--- src/rtl/afe_parameters_pkg.sv ---
// Shared types and per-RX tagging constants for the AFE receive sample taggers.
package afe_parameters_pkg;

   typedef enum logic [1:0] {
      IDLE  = 2'd0,
      SETUP = 2'd1,
      HOLD  = 2'd2,
      GAP   = 2'd3
   } afe_tag_state_e;

   localparam int AFE_NUM_RX = 2;

   // Index i of every array describes RX instance i.
   localparam int AFE_TAG_CHID_LSB    [AFE_NUM_RX] = '{16, 16};
   localparam int AFE_TAG_FLAG_LSB    [AFE_NUM_RX] = '{20, 20};
   localparam int AFE_TAG_HOLD_CYCLES [AFE_NUM_RX] = '{4, 4};
   localparam int AFE_TAG_GAP_CYCLES  [AFE_NUM_RX] = '{4, 4};

   function automatic int afe_max_int(input int a, input int b);
      return (a > b) ? a : b;
   endfunction

endpackage

--- src/rtl/afe_rx_sample_tagger_if.sv ---
// Sample-in / slow-valid-out bus of the AFE receive sample tagger.
interface afe_rx_sample_tagger_if #(
   parameter int NUM_CHS    = 4,
   parameter int PL_WIDTH   = 16,
   parameter int DATA_WIDTH = 32
);
   logic [NUM_CHS-1:0]               sample_valid_i;
   logic [NUM_CHS-1:0][PL_WIDTH-1:0] sample_data_i;
   logic                             afe_valid_o;
   logic [DATA_WIDTH-1:0]            afe_data_o;

   modport master (
      output sample_valid_i,
      output sample_data_i,
      input  afe_valid_o,
      input  afe_data_o
   );

   modport slave (
      input  sample_valid_i,
      input  sample_data_i,
      output afe_valid_o,
      output afe_data_o
   );
endinterface

--- src/rtl/afe_rx_tag_fifo.sv ---
// Small synchronous FIFO for tagged words; full/empty come from the registered count,
// so a pop never frees room for a push in the same cycle.
module afe_rx_tag_fifo #(
   parameter int WIDTH = 32,
   parameter int DEPTH = 4
) (
   input  logic             clk_i,
   input  logic             rst_i,
   input  logic             push_i,
   input  logic [WIDTH-1:0] push_data_i,
   input  logic             pop_i,
   output logic [WIDTH-1:0] pop_data_o,
   output logic             full_o,
   output logic             empty_o
);
   localparam int AW = (DEPTH > 1) ? $clog2(DEPTH) : 1;
   localparam int CW = $clog2(DEPTH + 1);

   logic [DEPTH-1:0][WIDTH-1:0] mem_q, mem_d;
   logic [AW-1:0]               wr_q, wr_d, rd_q, rd_d;
   logic [CW-1:0]               count_q, count_d;
   logic                        push_ok_s, pop_ok_s;

   // Next-state for storage, pointers and occupancy.
   always_comb begin
      full_o     = (count_q == CW'(DEPTH));
      empty_o    = (count_q == CW'(0));
      push_ok_s  = push_i && !full_o;
      pop_ok_s   = pop_i && !empty_o;
      pop_data_o = mem_q[rd_q];
      mem_d      = mem_q;
      if (push_ok_s) begin
         mem_d[wr_q] = push_data_i;
         wr_d        = wr_q + AW'(1);
      end else begin
         wr_d        = wr_q;
      end
      if (pop_ok_s) begin
         rd_d = rd_q + AW'(1);
      end else begin
         rd_d = rd_q;
      end
      case ({push_ok_s, pop_ok_s})
         2'b10:   count_d = count_q + CW'(1);
         2'b01:   count_d = count_q - CW'(1);
         default: count_d = count_q;
      endcase
   end

   // FIFO state registers.
   always_ff @(posedge clk_i or posedge rst_i) begin
      if (rst_i) begin
         mem_q   <= {DEPTH{{WIDTH{1'b0}}}};
         wr_q    <= AW'(0);
         rd_q    <= AW'(0);
         count_q <= CW'(0);
      end else begin
         mem_q   <= mem_d;
         wr_q    <= wr_d;
         rd_q    <= rd_d;
         count_q <= count_d;
      end
   end
endmodule

--- src/rtl/afe_rx_sample_tagger.sv ---
// Captures per-channel ADC samples, tags them with channel ID and threshold flag,
// and replays them one at a time on a slow valid/data pair sized for an async synchroniser.
module afe_rx_sample_tagger
   import afe_parameters_pkg::*;
#(
   parameter int NUM_CHS     = 4,
   parameter int PL_WIDTH    = 16,
   parameter int DATA_WIDTH  = 32,
   parameter int CHID_LSB    = AFE_TAG_CHID_LSB[0],
   parameter int CHID_WIDTH  = 4,
   parameter int FLAG_LSB    = AFE_TAG_FLAG_LSB[0],
   parameter int HOLD_CYCLES = AFE_TAG_HOLD_CYCLES[0],
   parameter int GAP_CYCLES  = AFE_TAG_GAP_CYCLES[0],
   parameter int FIFO_DEPTH  = 4
) (
   input  logic                clk_i,
   input  logic                rst_i,
   input  logic                en_i,
   input  logic [PL_WIDTH-1:0] thresh_i,
   input  logic                clr_i,
   output logic [15:0]         drop_cnt_o,
   output logic                overflow_o,
   afe_rx_sample_tagger_if.slave bus
);
   localparam int CH_W = $clog2(NUM_CHS);
   localparam int PH_W = $clog2(afe_max_int(HOLD_CYCLES, GAP_CYCLES) + 1);

   logic [NUM_CHS-1:0]               pend_q, pend_d;
   logic [NUM_CHS-1:0][PL_WIDTH-1:0] pdat_q, pdat_d;
   logic [NUM_CHS-1:0]               gnt_s, drop_s;
   logic [CH_W-1:0]                  rr_q, rr_d, gnt_idx_s;
   logic                             gnt_vld_s, found_s;
   logic [DATA_WIDTH-1:0]            word_s, fifo_rdata_s;
   logic                             fifo_full_s, fifo_empty_s, pop_s;
   logic [15:0]                      drop_cnt_q, drop_cnt_d;
   logic                             ovf_q, ovf_d;
   afe_tag_state_e                   state_q, state_d;
   logic [PH_W-1:0]                  phase_q, phase_d;
   logic [DATA_WIDTH-1:0]            data_q, data_d;
   logic                             valid_q, valid_d;
   int                               idx_s;

   function automatic logic [DATA_WIDTH-1:0] build_word(
      input logic [PL_WIDTH-1:0] sample,
      input logic [CH_W-1:0]     chid,
      input logic                flag
   );
      logic [DATA_WIDTH-1:0] w;
      w                          = {DATA_WIDTH{1'b0}};
      w[PL_WIDTH-1:0]            = sample;
      w[CHID_LSB +: CHID_WIDTH]  = CHID_WIDTH'(chid);
      w[FLAG_LSB]                = flag;
      return w;
   endfunction

   // Round-robin search starting at rr_q; a grant needs room in the FIFO.
   always_comb begin
      found_s   = 1'b0;
      gnt_idx_s = CH_W'(0);
      idx_s     = 0;
      for (int k = 0; k < NUM_CHS; k++) begin
         idx_s = int'(rr_q) + k;
         if (idx_s >= NUM_CHS) begin
            idx_s = idx_s - NUM_CHS;
         end else begin
            idx_s = idx_s;
         end
         if (!found_s && pend_q[CH_W'(idx_s)]) begin
            found_s   = 1'b1;
            gnt_idx_s = CH_W'(idx_s);
         end else begin
            found_s   = found_s;
         end
      end
      gnt_vld_s          = found_s && !fifo_full_s;
      gnt_s              = {NUM_CHS{1'b0}};
      gnt_s[gnt_idx_s]   = gnt_vld_s;
      word_s             = build_word(pdat_q[gnt_idx_s], gnt_idx_s,
                                      (pdat_q[gnt_idx_s] >= thresh_i));
      if (gnt_vld_s) begin
         rr_d = (gnt_idx_s == CH_W'(NUM_CHS - 1)) ? CH_W'(0) : gnt_idx_s + CH_W'(1);
      end else begin
         rr_d = rr_q;
      end
   end

   // Capture into pending slots; a slot being granted this cycle can take a new sample.
   always_comb begin
      pend_d = pend_q;
      pdat_d = pdat_q;
      drop_s = {NUM_CHS{1'b0}};
      for (int c = 0; c < NUM_CHS; c++) begin
         drop_s[c] = bus.sample_valid_i[c] && en_i && pend_q[c] && !gnt_s[c];
         if (bus.sample_valid_i[c] && en_i && (!pend_q[c] || gnt_s[c])) begin
            pend_d[c] = 1'b1;
            pdat_d[c] = bus.sample_data_i[c];
         end else if (gnt_s[c]) begin
            pend_d[c] = 1'b0;
         end else begin
            pend_d[c] = pend_q[c];
         end
      end
   end

   // Drop statistics; a drop coinciding with clear counts as the first new drop.
   always_comb begin
      drop_cnt_d = drop_cnt_q;
      ovf_d      = ovf_q;
      if (|drop_s) begin
         ovf_d = 1'b1;
         if (clr_i) begin
            drop_cnt_d = 16'd1;
         end else if (drop_cnt_q != 16'hFFFF) begin
            drop_cnt_d = drop_cnt_q + 16'd1;
         end else begin
            drop_cnt_d = drop_cnt_q;
         end
      end else if (clr_i) begin
         drop_cnt_d = 16'd0;
         ovf_d      = 1'b0;
      end else begin
         drop_cnt_d = drop_cnt_q;
      end
   end

   afe_rx_tag_fifo #(
      .WIDTH (DATA_WIDTH),
      .DEPTH (FIFO_DEPTH)
   ) u_fifo (
      .clk_i       (clk_i),
      .rst_i       (rst_i),
      .push_i      (gnt_vld_s),
      .push_data_i (word_s),
      .pop_i       (pop_s),
      .pop_data_o  (fifo_rdata_s),
      .full_o      (fifo_full_s),
      .empty_o     (fifo_empty_s)
   );

   // Output sequencer: data loads only on IDLE->SETUP and stays put until the next load.
   always_comb begin
      state_d = state_q;
      phase_d = phase_q;
      data_d  = data_q;
      valid_d = 1'b0;
      pop_s   = 1'b0;
      case (state_q)
         IDLE: begin
            if (!fifo_empty_s) begin
               pop_s   = 1'b1;
               data_d  = fifo_rdata_s;
               state_d = SETUP;
            end else begin
               state_d = IDLE;
            end
         end
         SETUP: begin
            state_d = HOLD;
            phase_d = PH_W'(0);
            valid_d = 1'b1;
         end
         HOLD: begin
            if (phase_q == PH_W'(HOLD_CYCLES - 1)) begin
               state_d = GAP;
               phase_d = PH_W'(0);
               valid_d = 1'b0;
            end else begin
               phase_d = phase_q + PH_W'(1);
               valid_d = 1'b1;
            end
         end
         GAP: begin
            if (phase_q == PH_W'(GAP_CYCLES - 1)) begin
               state_d = IDLE;
               phase_d = PH_W'(0);
            end else begin
               phase_d = phase_q + PH_W'(1);
            end
         end
         default: begin
            state_d = IDLE;
            phase_d = PH_W'(0);
         end
      endcase
   end

   // State registers for capture, arbitration, statistics and output sequencer.
   always_ff @(posedge clk_i or posedge rst_i) begin
      if (rst_i) begin
         pend_q     <= {NUM_CHS{1'b0}};
         pdat_q     <= {NUM_CHS{{PL_WIDTH{1'b0}}}};
         rr_q       <= CH_W'(0);
         drop_cnt_q <= 16'd0;
         ovf_q      <= 1'b0;
         state_q    <= IDLE;
         phase_q    <= PH_W'(0);
         data_q     <= {DATA_WIDTH{1'b0}};
         valid_q    <= 1'b0;
      end else begin
         pend_q     <= pend_d;
         pdat_q     <= pdat_d;
         rr_q       <= rr_d;
         drop_cnt_q <= drop_cnt_d;
         ovf_q      <= ovf_d;
         state_q    <= state_d;
         phase_q    <= phase_d;
         data_q     <= data_d;
         valid_q    <= valid_d;
      end
   end

   assign bus.afe_valid_o = valid_q;
   assign bus.afe_data_o  = data_q;
   assign drop_cnt_o      = drop_cnt_q;
   assign overflow_o      = ovf_q;
endmodule

--- src/flat_wrapper.sv ---
// flat-port wrapper written by rule: the top's interface ports become plain ports
module afe_rx_sample_tagger_flat import afe_parameters_pkg::*;
#(
   parameter int NUM_CHS     = 4,
   parameter int PL_WIDTH    = 16,
   parameter int DATA_WIDTH  = 32,
   parameter int CHID_LSB    = AFE_TAG_CHID_LSB[0],
   parameter int CHID_WIDTH  = 4,
   parameter int FLAG_LSB    = AFE_TAG_FLAG_LSB[0],
   parameter int HOLD_CYCLES = AFE_TAG_HOLD_CYCLES[0],
   parameter int GAP_CYCLES  = AFE_TAG_GAP_CYCLES[0],
   parameter int FIFO_DEPTH  = 4
)
  (clk_i, rst_i, en_i, thresh_i, clr_i, drop_cnt_o, overflow_o, bus_sample_valid_i, bus_sample_data_i, bus_afe_valid_o, bus_afe_data_o);
  afe_rx_sample_tagger_if #(.NUM_CHS(NUM_CHS), .PL_WIDTH(PL_WIDTH), .DATA_WIDTH(DATA_WIDTH)) bus_i ();
  input  logic clk_i;
  input  logic rst_i;
  input  logic en_i;
  input  logic [PL_WIDTH-1:0] thresh_i;
  input  logic clr_i;
  output logic [15:0] drop_cnt_o;
  output logic overflow_o;
  input wire logic [$bits(bus_i.sample_valid_i)-1:0] bus_sample_valid_i;
  input wire logic [$bits(bus_i.sample_data_i)-1:0] bus_sample_data_i;
  output wire logic [$bits(bus_i.afe_valid_o)-1:0] bus_afe_valid_o;
  output wire logic [$bits(bus_i.afe_data_o)-1:0] bus_afe_data_o;
  assign bus_i.sample_valid_i = bus_sample_valid_i;
  assign bus_i.sample_data_i = bus_sample_data_i;
  assign bus_afe_valid_o = bus_i.afe_valid_o;
  assign bus_afe_data_o = bus_i.afe_data_o;
  afe_rx_sample_tagger #(.NUM_CHS(NUM_CHS), .PL_WIDTH(PL_WIDTH), .DATA_WIDTH(DATA_WIDTH), .CHID_LSB(CHID_LSB), .CHID_WIDTH(CHID_WIDTH), .FLAG_LSB(FLAG_LSB), .HOLD_CYCLES(HOLD_CYCLES), .GAP_CYCLES(GAP_CYCLES), .FIFO_DEPTH(FIFO_DEPTH)) u_core (.clk_i(clk_i), .rst_i(rst_i), .en_i(en_i), .thresh_i(thresh_i), .clr_i(clr_i), .drop_cnt_o(drop_cnt_o), .overflow_o(overflow_o), .bus(bus_i));
endmodule
--- config.mk ---
export PLATFORM = sky130hd
export DESIGN_NAME = afe_rx_sample_tagger_flat
export DESIGN_NICKNAME = d
export VERILOG_FILES = /design/src/rtl/afe_parameters_pkg.sv /design/src/rtl/afe_rx_sample_tagger_if.sv /design/src/rtl/afe_rx_tag_fifo.sv /design/src/rtl/afe_rx_sample_tagger.sv /design/src/flat_wrapper.sv
export SDC_FILE = /design/constraint.sdc
export NUM_CORES = 1
export LEC_CHECK = 0
export ABC_CLOCK_PERIOD_IN_PS = 7000
export CORE_ASPECT_RATIO = 0.9
export CORE_MARGIN = 8
export CORE_UTILIZATION = 45
export DETAILED_ROUTE_END_ITERATION = 6
export PLACE_DENSITY = 0.68
export SETUP_SLACK_MARGIN = 0.2
export SLEW_MARGIN = 5
export SYNTH_ARGS = -nofsm -noshare
export SYNTH_HDL_FRONTEND = slang
export SYNTH_SLANG_ARGS = --single-unit
--- constraint.sdc ---
create_clock -name clk_i -period 7 [get_ports clk_i]
set_input_delay 1.05 -clock clk_i [delete_from_list [all_inputs] [get_ports clk_i]]
set_output_delay 1.05 -clock clk_i [all_outputs]
set_load 0.005 [all_outputs]
==> impl_metrics.py <==
metrics = {
    "cts": {
        "cts_hold_buffers": 0,
        "cts_setup_buffers": 0,
        "cts_max_path_buffers": 2,
        "cts_buffers": 17,
        "cts-resized-gates": 0,
        "cts_sinks": 195,
        "htree_levels": 4,
        "clk_latency_ns": 0.45,
        "cts_tree": "yes",
        "clk_pin_slew_ns": 0.07,
        "clock-root-buffer": "clkbuf_16",
    },
    "layout": {
        "diodes": 0,
        "instances_no_fill": 1265,
        "nFillCells": 1909,
        "final_area_um2": 11800,
        "drive_above_1_share": 0.171,
        "final_nets": 1081,
        "areaGrowthSynthToFinish_pct": 19.7,
    },
    "timing": {
        "clock-skew-final_ns": 0.00998,
        "max_freq_mhz": 251,
        "slew_headroom": 0.200,
        "grt_setup_unrepaired": "no",
        "setup-tns-final_ns": 0,
        "setup_viol": 0,
        "slew_viol_final": 0,
        "finalHoldViolCount": 0,
        "worstMarginPinSlew_ns": 1.20,
        "fin_crit_sh": 0.569,
        "fin_crit_ns": 3.98,
    },
    "floorplanning": {
        "initial_core_util": 0.456,
        "die_area_um2": 26800,
        "coreArea_um2": 21600,
        "num_io_pins": 138,
        "rows": 51,
        "die_h_um": 156,
        "die_w_um": 172,
    },
    "routing": {
        "drtAntennaViolNets": 0,
        "drtIter0Drc": 658,
        "dr.pass1.iters": 5,
        "drc_errors": 0,
        "avgRoutedWirePerCell_um": 20.6,
        "via_count": 7206,
        "wl_um": 26000,
        "vias_per_cell": 5.70,
    },
    "synthesis": {
        "yosysUniqueCellTypes": 55,
        "synth_enable_flop_cells": 0,
        "synth_compound_area_frac": 0.0924,
        "synth_fa_ha_area_frac": 0.0415,
        "synth_warnings": 0,
        "synthesis.instances": 857,
        "syn-cell-area_um2": 9830,
        "synth_top_family_by_area": "multiplexers",
        "ys_seq_area_frac": 0.496,
        "synth_mux_area_frac": 0.189,
        "synthArstFlopShare": 1.00,
        "synth_area_per_cell_um2": 11.5,
        "ys.flop_type": "dfrtp_1",
        "synth-seq-cells": 195,
        "synthSimpleGateAreaFrac": 0.127,
        "synth-xor-area-share": 0.00534,
    },
    "power_and_ir_drop": {
        "p_leak_nw": 5.23,
        "finalPower_mw": 6.18,
        "powerDensity_nw_per_um2": 525,
        "irDropWorstVdd_v": 0.000278,
    },
    "placed_design": {
        "place_congestion": 0.880,
        "dp_hpwl_um": 18000,
        "placedInstanceArea_um2": 11200,
        "dp.cells": 1233,
        "io_buffers": 124,
    },
    "setup_path": {
        "cp.arrival_ns": 4.30,
        "cp_max_fo": 24,
        "timing_worst_setup_path_type": "reg2reg",
        "cp-end-kind": "register",
        "required_ns": 7.32,
        "start_kind": "register",
    },
    "grt": {
        "grt_pass1_vias": 7293,
        "grt_overflow_total": 0,
        "grt.total_usage": 0.198,
        "grt_pass1_wl_um": 41100,
        "antenna_found_initial": 0,
        "grt_start_max_net_pins": 134,
    },
    "status": {
        "outcome": "finished clean",
    },
    "min_path": {
        "hp-class": "reg2reg",
    },
    "job": {
        "drv_cap": 0,
    },
}
[worst max-delay path: stages, from the launching register on]
cell and delay, ns:
dfrtp_1 0.46, nand3b_1 0.19, o21ai_0 0.08, a221o_2 0.57, buf_4 0.56, mux2i_1 0.53
mux2_2 0.27, ha_1 0.23, nor2b_1 0.10, o21ai_0 0.10, a41o_1 0.26, a2bb2oi_1 0.36
a21oi_1 0.12
[stage by stage]
step                hold slack, ns   util  worst slack [ns]
global placement             0.457  0.518              3.26
detailed placement           0.463  0.518              3.12
CTS                          0.480  0.546              3.10
global route                 0.497  0.546              2.76
finish                       0.473  0.546              3.02
floorplan                    0.440      -             0.638
[where the power goes]
part / switching (mW) / internal [mW]
clock network: 0.467 / 0.513
logic: 1.80 / 1.37
registers: 0.372 / 1.65
[final timing paths]
path	start	end	slack (ns)	cells after the start
setup / recovery	u_core.pend_q[3]	u_core.u_fifo.mem_q[116]	3.02	12
hold / removal	u_core.bus.afe_data_o[17]	u_core.bus.afe_data_o[17]	0.47	2
setup reg to reg	u_core.pend_q[3]	u_core.u_fifo.mem_q[116]	3.02	12
hold reg to reg	u_core.bus.afe_data_o[17]	u_core.bus.afe_data_o[17]	0.47	2
max in group asynchronous	rst_i	u_core.pdat_q[18]	4.42	3
min in group asynchronous	rst_i	u_core.bus.afe_data_o[15]	1.16	2
[layer usage]
metal,vias up,global-route usage,wire [µm]
met3,40,0.0619,2460
met4,0,0.0697,709
met5,-,0,0
met2,357,0.290,11200
met1,3552,0.272,11700
li1,3257,-,-
[cell families (layout without fill, tap and decap cells)]
| family | after synthesis | after routing |
|---|---|---|
| flops | 195 | 195 |
| mux | 143 | 143 |
| other cells | 1 | 13 |
| simple gates | 275 | 275 |
| compound gates | 119 | 119 |
| xor+xnor | 6 | 6 |
| buf+inv | 86 | 191 |
| fa+ha+maj | 32 | 32 |
[sequential cells by signal, indices dropped and copies added (netlist names)]
name	cells
u_core.u_fifo.wr_q	2
u_core.u_fifo.count_q	3
u_core.u_fifo.rd_q	2
u_core.phase_q	3
u_core.pdat_q	64
u_core.state_q	2
u_core.bus.afe_data_o	19
u_core.u_fifo.mem_q	76
u_core.bus.afe_valid_o	1
u_core.drop_cnt_o	16
u_core.overflow_o	1
u_core.pend_q	4
u_core.rr_q	2
[synthesized netlist by cell type (10+ instances only)]
cell type  number  share of area
mux2i_1        30          0.031
buf_6          10          0.011
nand2_1       181          0.069
mux2_2         71          0.081
inv_1          29          0.011
a21oi_1        21          0.011
buf_4          15          0.011
nor2b_1        10         0.0064
clkbuf_1       11         0.0042
ha_1           31          0.039
dfrtp_1       195           0.50
mux2i_2        18          0.025
nor2_1         29          0.011
buf_2          19         0.0097
o221ai_1       64          0.057
mux4_2         19          0.044
o21ai_0        13         0.0066
[final cells by class]
| cell class | instances | area (µm²) | area share |
|---|---|---|---|
| Clock buffer | 18 | 439 | 0.0373 |
| Sequential cell | 195 | 4880 | 0.415 |
| Timing Repair Buffer | 129 | 1280 | 0.109 |
| Tap cell | 291 | 364 | 0.0309 |
| Inverter | 30 | 120 | 0.0102 |
| Multi-Input combinational cell | 588 | 4540 | 0.385 |
| Clock inverter | 14 | 151 | 0.0129 |
[placed cells by master, fill, tap and decap left out, drive strengths merged, types with 19 or more instances in the layout]
master | Yosys | layout
nand2 | 186 | 186
ha | 31 | 31
mux2 | 74 | 74
o221ai | 64 | 64
mux4 | 19 | 19
a21oi | 26 | 26
mux2i | 50 | 50
dfrtp | 195 | 195
nor2 | 29 | 29
inv | 30 | 34
clkdlybuf4s50 | 0 | 124
No activity file was read; power rests on OpenSTA's default activity.
